File: src/rtl/uart_pkg.sv
// Shared types and constants for the 8N1 UART: state encodings, frame
// geometry and the divisor arithmetic used by the baud tick generator.
package uart_pkg;

  localparam int OVERSAMPLE   = 16;
  localparam int DATA_BITS    = 8;
  localparam int SAMPLE_CNT_W = $clog2(OVERSAMPLE);
  localparam int BIT_CNT_W    = $clog2(DATA_BITS);

  typedef enum logic [2:0] {
    RX_IDLE,
    RX_START,
    RX_DATA,
    RX_STOP,
    RX_BREAK
  } rxStateT;

  typedef enum logic [1:0] {
    TX_IDLE,
    TX_START,
    TX_DATA,
    TX_STOP
  } txStateT;

  // Clocks per receiver sample tick (16 ticks per bit), truncated.
  function automatic int rxDivisor(input int clockRate, input int baudRate);
    return clockRate / (baudRate * OVERSAMPLE);
  endfunction

  // Clocks per transmitted bit, truncated.
  function automatic int txDivisor(input int clockRate, input int baudRate);
    return clockRate / baudRate;
  endfunction

  // Width of a counter that must hold 0..div-1.
  function automatic int counterWidth(input int div);
    return (div <= 2) ? 1 : $clog2(div);
  endfunction

endpackage

File: src/rtl/uart_baud_tick.sv
// Generates the receiver oversampling tick and the transmitter bit tick.
// Both are single-cycle clock enables from free-running counters.
module uart_baud_tick
  import uart_pkg::*;
#(
  parameter int CLOCK_RATE = 50000000,
  parameter int BAUD_RATE  = 115200
) (
  input  logic clk,
  input  logic rst_n,
  output logic rxTick,
  output logic txTick
);

  localparam int RX_DIV = rxDivisor(CLOCK_RATE, BAUD_RATE);
  localparam int TX_DIV = txDivisor(CLOCK_RATE, BAUD_RATE);
  // The TX divisor is always the larger one, so it sets the shared width.
  localparam int CNT_W  = counterWidth(TX_DIV);

  logic [1:0] tickVec;

  // Index 0 is the RX divider, index 1 the TX divider.
  for (genvar gi = 0; gi < 2; gi++) begin : gDiv
    localparam int DIV = (gi == 0) ? RX_DIV : TX_DIV;

    logic [CNT_W-1:0] divCnt;
    logic             tickReg;

    // Count 0..DIV-1 and raise a one-clock enable on each wrap.
    always_ff @(posedge clk or negedge rst_n) begin
      if (!rst_n) begin
        divCnt  <= '0;
        tickReg <= 1'b0;
      end else if (divCnt == CNT_W'(DIV - 1)) begin
        divCnt  <= '0;
        tickReg <= 1'b1;
      end else begin
        divCnt  <= divCnt + CNT_W'(1);
        tickReg <= 1'b0;
      end
    end

    assign tickVec[gi] = tickReg;
  end

  assign rxTick = tickVec[0];
  assign txTick = tickVec[1];

endmodule

File: src/rtl/uart_rx_fsm.sv
// 16x-oversampling 8N1 receiver. The asynchronous line is synchronized,
// the start bit is validated at mid-bit, data and stop are sampled at
// every 16th tick after that, and a low stop bit parks the FSM in BREAK
// until the line returns high.
module uart_rx_fsm
  import uart_pkg::*;
(
  input  logic                 clk,
  input  logic                 rst_n,
  input  logic                 rxTick,
  input  logic                 rx_en,
  input  logic                 rx_in,
  output logic [DATA_BITS-1:0] rx_data,
  output logic                 rx_done,
  output logic                 rx_busy,
  output logic                 rx_err
);

  localparam logic [SAMPLE_CNT_W-1:0] MID_SAMPLE  = SAMPLE_CNT_W'(OVERSAMPLE / 2 - 1);
  localparam logic [SAMPLE_CNT_W-1:0] LAST_SAMPLE = SAMPLE_CNT_W'(OVERSAMPLE - 1);
  localparam logic [BIT_CNT_W-1:0]    LAST_BIT    = BIT_CNT_W'(DATA_BITS - 1);

  logic [1:0]              syncReg;
  logic                    syncIn;
  rxStateT                 state;
  logic [SAMPLE_CNT_W-1:0] sampleCnt;
  logic [BIT_CNT_W-1:0]    bitCnt;
  logic [DATA_BITS-1:0]    shiftReg;

  // Two-flop synchronizer; resets to the idle (high) line level.
  always_ff @(posedge clk or negedge rst_n) begin
    if (!rst_n) begin
      syncReg <= 2'b11;
    end else begin
      syncReg <= {syncReg[0], rx_in};
    end
  end

  assign syncIn = syncReg[1];

  // Receive state machine; advances on rxTick, aborts at once when disabled.
  always_ff @(posedge clk or negedge rst_n) begin
    if (!rst_n) begin
      state     <= RX_IDLE;
      sampleCnt <= '0;
      bitCnt    <= '0;
      shiftReg  <= '0;
      rx_data   <= '0;
      rx_done   <= 1'b0;
      rx_busy   <= 1'b0;
      rx_err    <= 1'b0;
    end else begin
      rx_done <= 1'b0;
      if (!rx_en) begin
        state     <= RX_IDLE;
        sampleCnt <= '0;
        bitCnt    <= '0;
        rx_busy   <= 1'b0;
      end else if (rxTick) begin
        case (state)
          RX_IDLE: begin
            if (!syncIn) begin
              state     <= RX_START;
              sampleCnt <= '0;
              rx_busy   <= 1'b1;
            end
          end
          RX_START: begin
            if (sampleCnt == MID_SAMPLE) begin
              sampleCnt <= '0;
              if (syncIn) begin
                // Line went back high before mid-start: a glitch, not a frame.
                state   <= RX_IDLE;
                rx_busy <= 1'b0;
              end else begin
                state  <= RX_DATA;
                bitCnt <= '0;
                rx_err <= 1'b0;
              end
            end else begin
              sampleCnt <= sampleCnt + SAMPLE_CNT_W'(1);
            end
          end
          RX_DATA: begin
            if (sampleCnt == LAST_SAMPLE) begin
              sampleCnt <= '0;
              shiftReg  <= {syncIn, shiftReg[DATA_BITS-1:1]};
              if (bitCnt == LAST_BIT) begin
                state <= RX_STOP;
              end else begin
                bitCnt <= bitCnt + BIT_CNT_W'(1);
              end
            end else begin
              sampleCnt <= sampleCnt + SAMPLE_CNT_W'(1);
            end
          end
          RX_STOP: begin
            if (sampleCnt == LAST_SAMPLE) begin
              sampleCnt <= '0;
              rx_busy   <= 1'b0;
              if (syncIn) begin
                rx_data <= shiftReg;
                rx_done <= 1'b1;
                rx_err  <= 1'b0;
                state   <= RX_IDLE;
              end else begin
                rx_err <= 1'b1;
                state  <= RX_BREAK;
              end
            end else begin
              sampleCnt <= sampleCnt + SAMPLE_CNT_W'(1);
            end
          end
          RX_BREAK: begin
            // Hold off until the line is released so a held-low line cannot retrigger.
            if (syncIn) begin
              state <= RX_IDLE;
            end
          end
          default: begin
            state   <= RX_IDLE;
            rx_busy <= 1'b0;
          end
        endcase
      end
    end
  end

endmodule

File: src/rtl/uart_tx_fsm.sv
// 8N1 transmitter. Each frame element lasts exactly one txTick period;
// the byte is captured at frame start so host changes mid-frame are
// ignored, and a still-asserted request chains frames with no idle gap.
module uart_tx_fsm
  import uart_pkg::*;
(
  input  logic                 clk,
  input  logic                 rst_n,
  input  logic                 txTick,
  input  logic                 tx_en,
  input  logic                 tx_start,
  input  logic [DATA_BITS-1:0] tx_data,
  output logic                 tx_out,
  output logic                 tx_done,
  output logic                 tx_busy
);

  localparam logic [BIT_CNT_W-1:0] LAST_BIT = BIT_CNT_W'(DATA_BITS - 1);

  txStateT              state;
  logic [BIT_CNT_W-1:0] bitCnt;
  logic [DATA_BITS-1:0] shiftReg;

  // Transmit state machine; advances on txTick, drops to idle when disabled.
  always_ff @(posedge clk or negedge rst_n) begin
    if (!rst_n) begin
      state    <= TX_IDLE;
      bitCnt   <= '0;
      shiftReg <= '0;
      tx_out   <= 1'b1;
      tx_done  <= 1'b0;
      tx_busy  <= 1'b0;
    end else begin
      tx_done <= 1'b0;
      if (!tx_en) begin
        state   <= TX_IDLE;
        bitCnt  <= '0;
        tx_out  <= 1'b1;
        tx_busy <= 1'b0;
      end else if (txTick) begin
        case (state)
          TX_IDLE: begin
            tx_out <= 1'b1;
            if (tx_start) begin
              shiftReg <= tx_data;
              tx_out   <= 1'b0;
              tx_busy  <= 1'b1;
              state    <= TX_START;
            end
          end
          TX_START: begin
            tx_out   <= shiftReg[0];
            shiftReg <= {1'b0, shiftReg[DATA_BITS-1:1]};
            bitCnt   <= '0;
            state    <= TX_DATA;
          end
          TX_DATA: begin
            if (bitCnt == LAST_BIT) begin
              tx_out <= 1'b1;
              state  <= TX_STOP;
            end else begin
              tx_out   <= shiftReg[0];
              shiftReg <= {1'b0, shiftReg[DATA_BITS-1:1]};
              bitCnt   <= bitCnt + BIT_CNT_W'(1);
            end
          end
          TX_STOP: begin
            tx_done <= 1'b1;
            if (tx_start) begin
              // Back-to-back: the next start bit begins right after this stop bit.
              shiftReg <= tx_data;
              tx_out   <= 1'b0;
              state    <= TX_START;
            end else begin
              tx_busy <= 1'b0;
              state   <= TX_IDLE;
            end
          end
          default: begin
            tx_out  <= 1'b1;
            tx_busy <= 1'b0;
            state   <= TX_IDLE;
          end
        endcase
      end
    end
  end

endmodule

File: src/rtl/uart_core.sv
// Full-duplex 8N1 UART top: baud tick generator feeding independent
// receiver and transmitter state machines in one clock domain.
module uart_core
  import uart_pkg::*;
#(
  parameter int CLOCK_RATE = 50000000,
  parameter int BAUD_RATE  = 115200
) (
  input  logic                 clk,
  input  logic                 rst_n,
  input  logic                 rx_en,
  input  logic                 rx_in,
  output logic [DATA_BITS-1:0] rx_data,
  output logic                 rx_done,
  output logic                 rx_busy,
  output logic                 rx_err,
  input  logic                 tx_en,
  input  logic                 tx_start,
  input  logic [DATA_BITS-1:0] tx_data,
  output logic                 tx_out,
  output logic                 tx_done,
  output logic                 tx_busy
);

  logic rxTick;
  logic txTick;

  uart_baud_tick #(
    .CLOCK_RATE(CLOCK_RATE),
    .BAUD_RATE (BAUD_RATE)
  ) baudTick (
    .clk   (clk),
    .rst_n (rst_n),
    .rxTick(rxTick),
    .txTick(txTick)
  );

  uart_rx_fsm rxFsm (
    .clk    (clk),
    .rst_n  (rst_n),
    .rxTick (rxTick),
    .rx_en  (rx_en),
    .rx_in  (rx_in),
    .rx_data(rx_data),
    .rx_done(rx_done),
    .rx_busy(rx_busy),
    .rx_err (rx_err)
  );

  uart_tx_fsm txFsm (
    .clk     (clk),
    .rst_n   (rst_n),
    .txTick  (txTick),
    .tx_en   (tx_en),
    .tx_start(tx_start),
    .tx_data (tx_data),
    .tx_out  (tx_out),
    .tx_done (tx_done),
    .tx_busy (tx_busy)
  );

endmodule

File: config.mk
export PLATFORM = sky130hd
export DESIGN_NAME = uart_core
export DESIGN_NICKNAME = d
export VERILOG_FILES = /design/src/rtl/uart_pkg.sv /design/src/rtl/uart_baud_tick.sv /design/src/rtl/uart_rx_fsm.sv /design/src/rtl/uart_tx_fsm.sv /design/src/rtl/uart_core.sv
export SDC_FILE = /design/constraint.sdc
export NUM_CORES = 1
export LEC_CHECK = 0
export ABC_AREA = 0
export CAP_MARGIN = 20
export CELL_PAD_IN_SITES_DETAIL_PLACEMENT = 0
export CELL_PAD_IN_SITES_GLOBAL_PLACEMENT = 1
export CORE_MARGIN = 2
export CORE_UTILIZATION = 40
export CTS_CLUSTER_DIAMETER = 50
export DETAILED_ROUTE_END_ITERATION = 6
export PLACE_DENSITY = 0.8
export SLEW_MARGIN = 5
export SYNTH_ARGS = -nofsm -noshare
export SYNTH_HDL_FRONTEND = slang
export SYNTH_SLANG_ARGS = --single-unit
File: constraint.sdc
create_clock -name clk -period 2.5 [get_ports clk]
set_input_delay 0.375 -clock clk [delete_from_list [all_inputs] [get_ports clk]]
set_output_delay 0.375 -clock clk [all_outputs]
set_load 0.03 [all_outputs]
* Word level (Yosys, flattened, before mapping)
Index checks and enable logic that the tools add are counted.
** Storage, ports and cells
- Input port bits :: 14
- Logic and storage cells :: 153
- Bits in read-only memories :: 0
- Flip-flop bits (word level) :: 67
- Memories :: 0
- Output and inout port bits :: 14
- RAM bits :: 0
- Latch bits :: 0
** Operators by class
- Add/subtract/negate cells :: 5
- Eq/ne operators :: 39
- Div/mod/pow operators :: 0
- Magnitude comparators :: 0
- Reduce and logical (&&, ||, !) cells :: 18
- Bitwise gates (word level) :: 0
- Shifts and indexed selects :: 0
- Multiply operators :: 0
- Muxes and demuxes :: 72
** Operators with widths (count)
- 3-bit 2-to-1 mux :: 18
- 1-bit 2-to-1 mux :: 30
- 8-bit case mux with 3 select lines :: 1
- 3-bit by 2-bit != test with 1-bit output (second input constant) :: 7
- 3-bit != test (second input constant) :: 7
- 4-bit 2-to-1 mux :: 5
- 9-bit by 1-bit adder with 9-bit output (second input constant) :: 2
- 9-bit 2-to-1 mux :: 2
- 6-bit AND reduction :: 3
- 8-bit 2-to-1 mux :: 2
- 3-bit case mux with 5 select lines :: 1
- 3-bit case mux with 2 select lines :: 2
- 4-bit case mux with 3 select lines :: 1
- 4-bit AND reduction :: 3
- 2-bit 2-to-1 mux :: 5
- 2-bit by 1-bit != test with 1-bit output (second input constant) :: 5
- 3-bit equality test (second input constant) :: 3
- 9-bit by 5-bit equality test with 1-bit output (second input constant) :: 1
- 9-bit equality test (second input constant) :: 1
- 3-bit by 1-bit != test with 1-bit output (second input constant) :: 3
- 3-bit AND reduction :: 3
- 1-bit case mux with 4 select lines :: 2
- 2-bit case mux with 4 select lines :: 1
- 7-bit AND reduction :: 1
- 17 further kinds :: 25

* Longest topological paths before layout
- Word-level depth :: 6
- Mapped depth :: 8
- Gate-level depth less buffers :: 6

* Modules after synthesis
From an unflattened synthesis, not the netlist that was laid out.
** Unflattened totals
- Cells, all modules :: 298
- Area, all modules :: 3440.8 µm²
** By module, submodules not included
- uart_rx_fsm :: instances 1, cells an instance 137, area each 1605.3 µm², seq. area each 778.2 µm²
- uart_baud_tick :: instances 1, cells an instance 86, area each 945.9 µm², seq. area each 500.5 µm²
- uart_tx_fsm :: instances 1, cells an instance 75, area each 889.6 µm², seq. area each 401.6 µm²

* Least setup slack after synthesis
Ideal clock, no wire load.
- Kind :: reg-to-reg
- From :: reg txFsm.state[0]
- To :: reg txFsm.shiftReg[5]
- Setup slack :: 783 ps
- Cell stages (with the launch flop) :: 9
- Clock period less this slack :: 1717 ps
- Arrival time :: 1640 ps
- Data required time :: 2423 ps
- Cell sequence :: dfrtp_1 > inv_1 > ha_1 > buf_2 > nor2_1 > a211oi_2 > buf_4 > nor2_1 > a21oi_1
** Between the ends
- Word-level cells in the longest chain between the ends :: 4
** Ends and longest elaborated chain
- from (decl) :: RTL line uart_tx_fsm.sv:20 : txStateT state;
- from (signal assigned) :: RTL line uart_tx_fsm.sv:27 : state <= TX_IDLE;
- from (signal assigned) :: RTL line uart_tx_fsm.sv:36 : state <= TX_IDLE;
- from (signal assigned) :: RTL line uart_tx_fsm.sv:48 : state <= TX_START;
- 2-bit equality test / 2-bit zero test (equally long branches) :: RTL line uart_tx_fsm.sv:41 : case (state)
- 2-bit OR reduction (no line)
- 2-bit by 1-bit != test with 1-bit output (no line)
- 4-bit AND reduction (no line)
- to (signal assigned) :: RTL line uart_tx_fsm.sv:45 : shiftReg <= tx_data;
- to (signal assigned) :: RTL line uart_tx_fsm.sv:53 : shiftReg <= {1'b0, shiftReg[DATA_BITS-1:1]};
- to (signal assigned) :: RTL line uart_tx_fsm.sv:63 : shiftReg <= {1'b0, shiftReg[DATA_BITS-1:1]};
- to (decl) :: RTL line uart_tx_fsm.sv:22 : logic [DATA_BITS-1:0] shiftReg;
Several ways; a longest one is shown, not always the timed one.
A chain may end at the register's enable or synchronous reset.

* Final worst setup path
- From :: reg txFsm.tx_out
- To :: out tx_out
** RTL lines
- from (decl) :: RTL line uart_tx_fsm.sv:13 : output logic tx_out,
- from (signal assigned) :: RTL line uart_tx_fsm.sv:52 : tx_out <= shiftReg[0];
- from (signal assigned) :: RTL line uart_tx_fsm.sv:62 : tx_out <= shiftReg[0];
- to (decl) :: RTL line uart_core.sv:20 : output logic tx_out,
No word-level cell between the ends.

==> impl_results.md <==
* Max_cap viols at 0
* Sum Neg Setup Slack at 0 ns
* Pwr dens at 631 nW/um^2
* Clk Latency, worst-skew pair at 0.34 ns
* RSZ-0062 raised after global routing: false
* Reg2reg start: rxFsm.sampleCnt[0]
* Xor/xnor share of the synthesized area at 3.49%
* Dominant synthesized flop cell: dfrtp_1
* Die H at 94.3 um
* Busiest grt layer: met2
* Clock Path Buffers at 2
* Fmax achieved at 525 MHz
* Critical-path cell list: clkdlybuf4s50_1
* Fill cells at 721
* Reg clk slew, reported paths at 0.07 ns
* Max-slew violation count at 0
* Htree depth at 3
* Finish-stage setup viols at 0
* Complex-gate fraction of the synthesized area at 11.3%
* Leak at 1.73 nW
* WP data required at 2.12 ns
* Least-Margin Pin Slew at 0.586 ns
* Count of cell types in the netlist at 53
* Total congestion overflow at 0
* Worst-case headroom to the max-slew limit at 61.0%
* Inserted Clock Buffers at 9
* Final instance area at 3860 um^2
* Die footprint at 8900 um^2
* Vias in the first global route at 2,191
* Diodes inserted at 0
* Synthesized area at 3260 um^2
* Standard-cell rows at 32
* Post-route DRC at 0
* Io pins at 28
* Final core utilization at 49.5%
* Commonest cells after routing, fill and taps aside: 64 x dfrtp_1, 31 x nor2_1, 26 x clkdlybuf4s50_1
* Buf/Inv on CP at 1
* Final net count at 349
* Worst vdd ir at 0.347 mV
* Outcome: finished, final reports clean
* Synth Area per Inst at 11.3 um^2
* Global routing usage on met1 at 19.4%
* Avg WL per Cell at 13.1 um
* CP max FO at 2
* Fin crit share at 76.2%
* WL final at 5.62 mm
* GPL Wtd Cong at 0.853
* Syn Inst Count at 290
* Worst Hold Class: input port to async pin
* Layout cell share with drive strength beyond 1 at 16.2%
* Number of clock sinks at 67
* Peak per-stage delay on the critical path at 0.66 ns
* Synth Area in Adders at 4.98%
* Cts repair resizes at 0
* Via density per instance at 5.12
* Met3 usage at 3.21%
* Crit path capture type: output port
* Share of flip-flops with an asynchronous set or reset at 100%
* Most common cell after layout, fill and taps aside: dfrtp_1
* First-pass GRT wire length at 10.1 mm
* Largest family of logic cells by synthesized area: simple AND/OR/NAND/NOR gates
* First-pass iteration count of the detailed router at 4
* CTS tree: built
* Largest net degree at the start of global routing at 68
* Final critical-path required period at 1.90 ns
* Port bufs at 27
* CP startpoint: txFsm.tx_out
* Part of the Yosys area used for sequential elements at 51.5%
* Initial antenna violation count at 0
* Die width at 94.3 um
* DR iter-0 viols at 94
* CP max-delay cell: clkdlybuf4s50_1
* Area after DPL at 3630 um^2
* CTS Root Cell: clkbuf_8
* Mux cell area share after synthesis at 8.67%
* Synth Area in Simple Gates at 16.1%
* Vias after detailed routing at 2,198
* Antenna viol nets, final at 0
* Crit Path Category: flip-flop to output port
* Overall Global Routing Usage at 14.5%
* Final Hold Viols at 0
* Post-synth EDFFs at 0
* Setup Fix Bufs, Post-CTS at 0
* Clock Skews at 0.00903 ns
* Met2 Usage GRT at 21.7%
* Initial core utilization at 41.8%
* Syn. warnings at 0
* Flop and latch count out of synthesis at 67
* Startpoint Class: flip-flop
* P&R area growth vs syn at 18.4%
* Crit path max-delay family: buffers and inverters
* CORE AREA at 7810 um^2
* Syn nets at 317
* Crit path arrival time at 1.53 ns
* Post-CTS Hold Buffers at 0
* Dpl hpwl at 3.93 mm
-- layer usage --
metal	up-vias	wire length, um
li1	1096	-
met1	1055	2800
met2	37	2510
met3	10	184
met4	0	122
met5	-	0
-- where the power goes --
| group | total (W) | switching [W] | internal (W) |
|---|---|---|---|
| sequential | 0.00115 | 0.0000388 | 0.00111 |
| clock | 0.00102 | 0.000405 | 0.000615 |
| combinational | 0.000273 | 0.000145 | 0.000128 |
| total | 0.00244 | 0.000588 | 0.00185 |
-- final cells by class --
| type | instances | area (um^2) | share of cell area [%] |
|---|---|---|---|
| clock buffers | 12 | 155 | 4.02 |
| clock inverters | 4 | 72.6 | 1.88 |
| inverters | 17 | 63.8 | 1.65 |
| multi-input cells | 196 | 1460 | 37.7 |
| flip-flops and latches | 67 | 1680 | 43.5 |
| well taps | 102 | 128 | 3.30 |
| repair buffers | 31 | 308 | 7.97 |
-- Yosys cell counts, types with 7 or more instances --
master | instances | area, um^2
dfrtp_1 | 64 | 1600
mux2_2 | 18 | 203
xor2_1 | 7 | 61.3
mux2i_1 | 8 | 80.1
a21oi_1 | 15 | 75.1
nand3_1 | 11 | 55.1
nor2_1 | 31 | 116
nand2_1 | 14 | 52.6
inv_1 | 17 | 63.8
ha_1 | 13 | 163
o21ai_0 | 10 | 50.1
-- state kept, by name (all words and copies together) (netlist names), 2 cells and up --
register and count:
baudTick.gDiv.divCnt 18, rxFsm.bitCnt 3, rxFsm.rx_data 8, rxFsm.sampleCnt 4
rxFsm.shiftReg 8, rxFsm.state 3, rxFsm.syncReg 2, txFsm.bitCnt 3
txFsm.shiftReg 8, txFsm.state 2
-- logic make-up after synthesis --
group / Yosys count
flip-flops: 67
adder cells (fa/ha/maj): 13
AND/OR/NAND/NOR: 91
multiplexers: 26
XOR/XNOR: 13
AO/OA/AOI/OAI: 53
buffers and inverters: 27
-- stage by stage --
step	std cells	hold slack, ns	worst slack (ns)	total power (W)
floorplan	290	0.0794	0.783	0.00135
CTS	429	0.0549	0.576	0.00247
global placement	413	0.346	0.288	0.00144
global route	429	0.0748	0.502	0.00255
finish	429	0.0472	0.595	0.00244
detailed placement	413	0.348	0.256	0.00144
-- final timing paths --
check	slack (ns)	end	depth (start not counted)
setup / recovery	0.60	tx_out	1
min in group clk	0.36	rxFsm.syncReg[1]	0
hold / removal	0.05	txFsm.shiftReg[5]	2
setup reg to reg	0.65	rxFsm.shiftReg[7]	4
hold reg to reg	0.36	rxFsm.syncReg[1]	0
max in group asynchronous	2.14	rxFsm.syncReg[1]	2
Note: power is estimated with default switching activity, not from simulation.
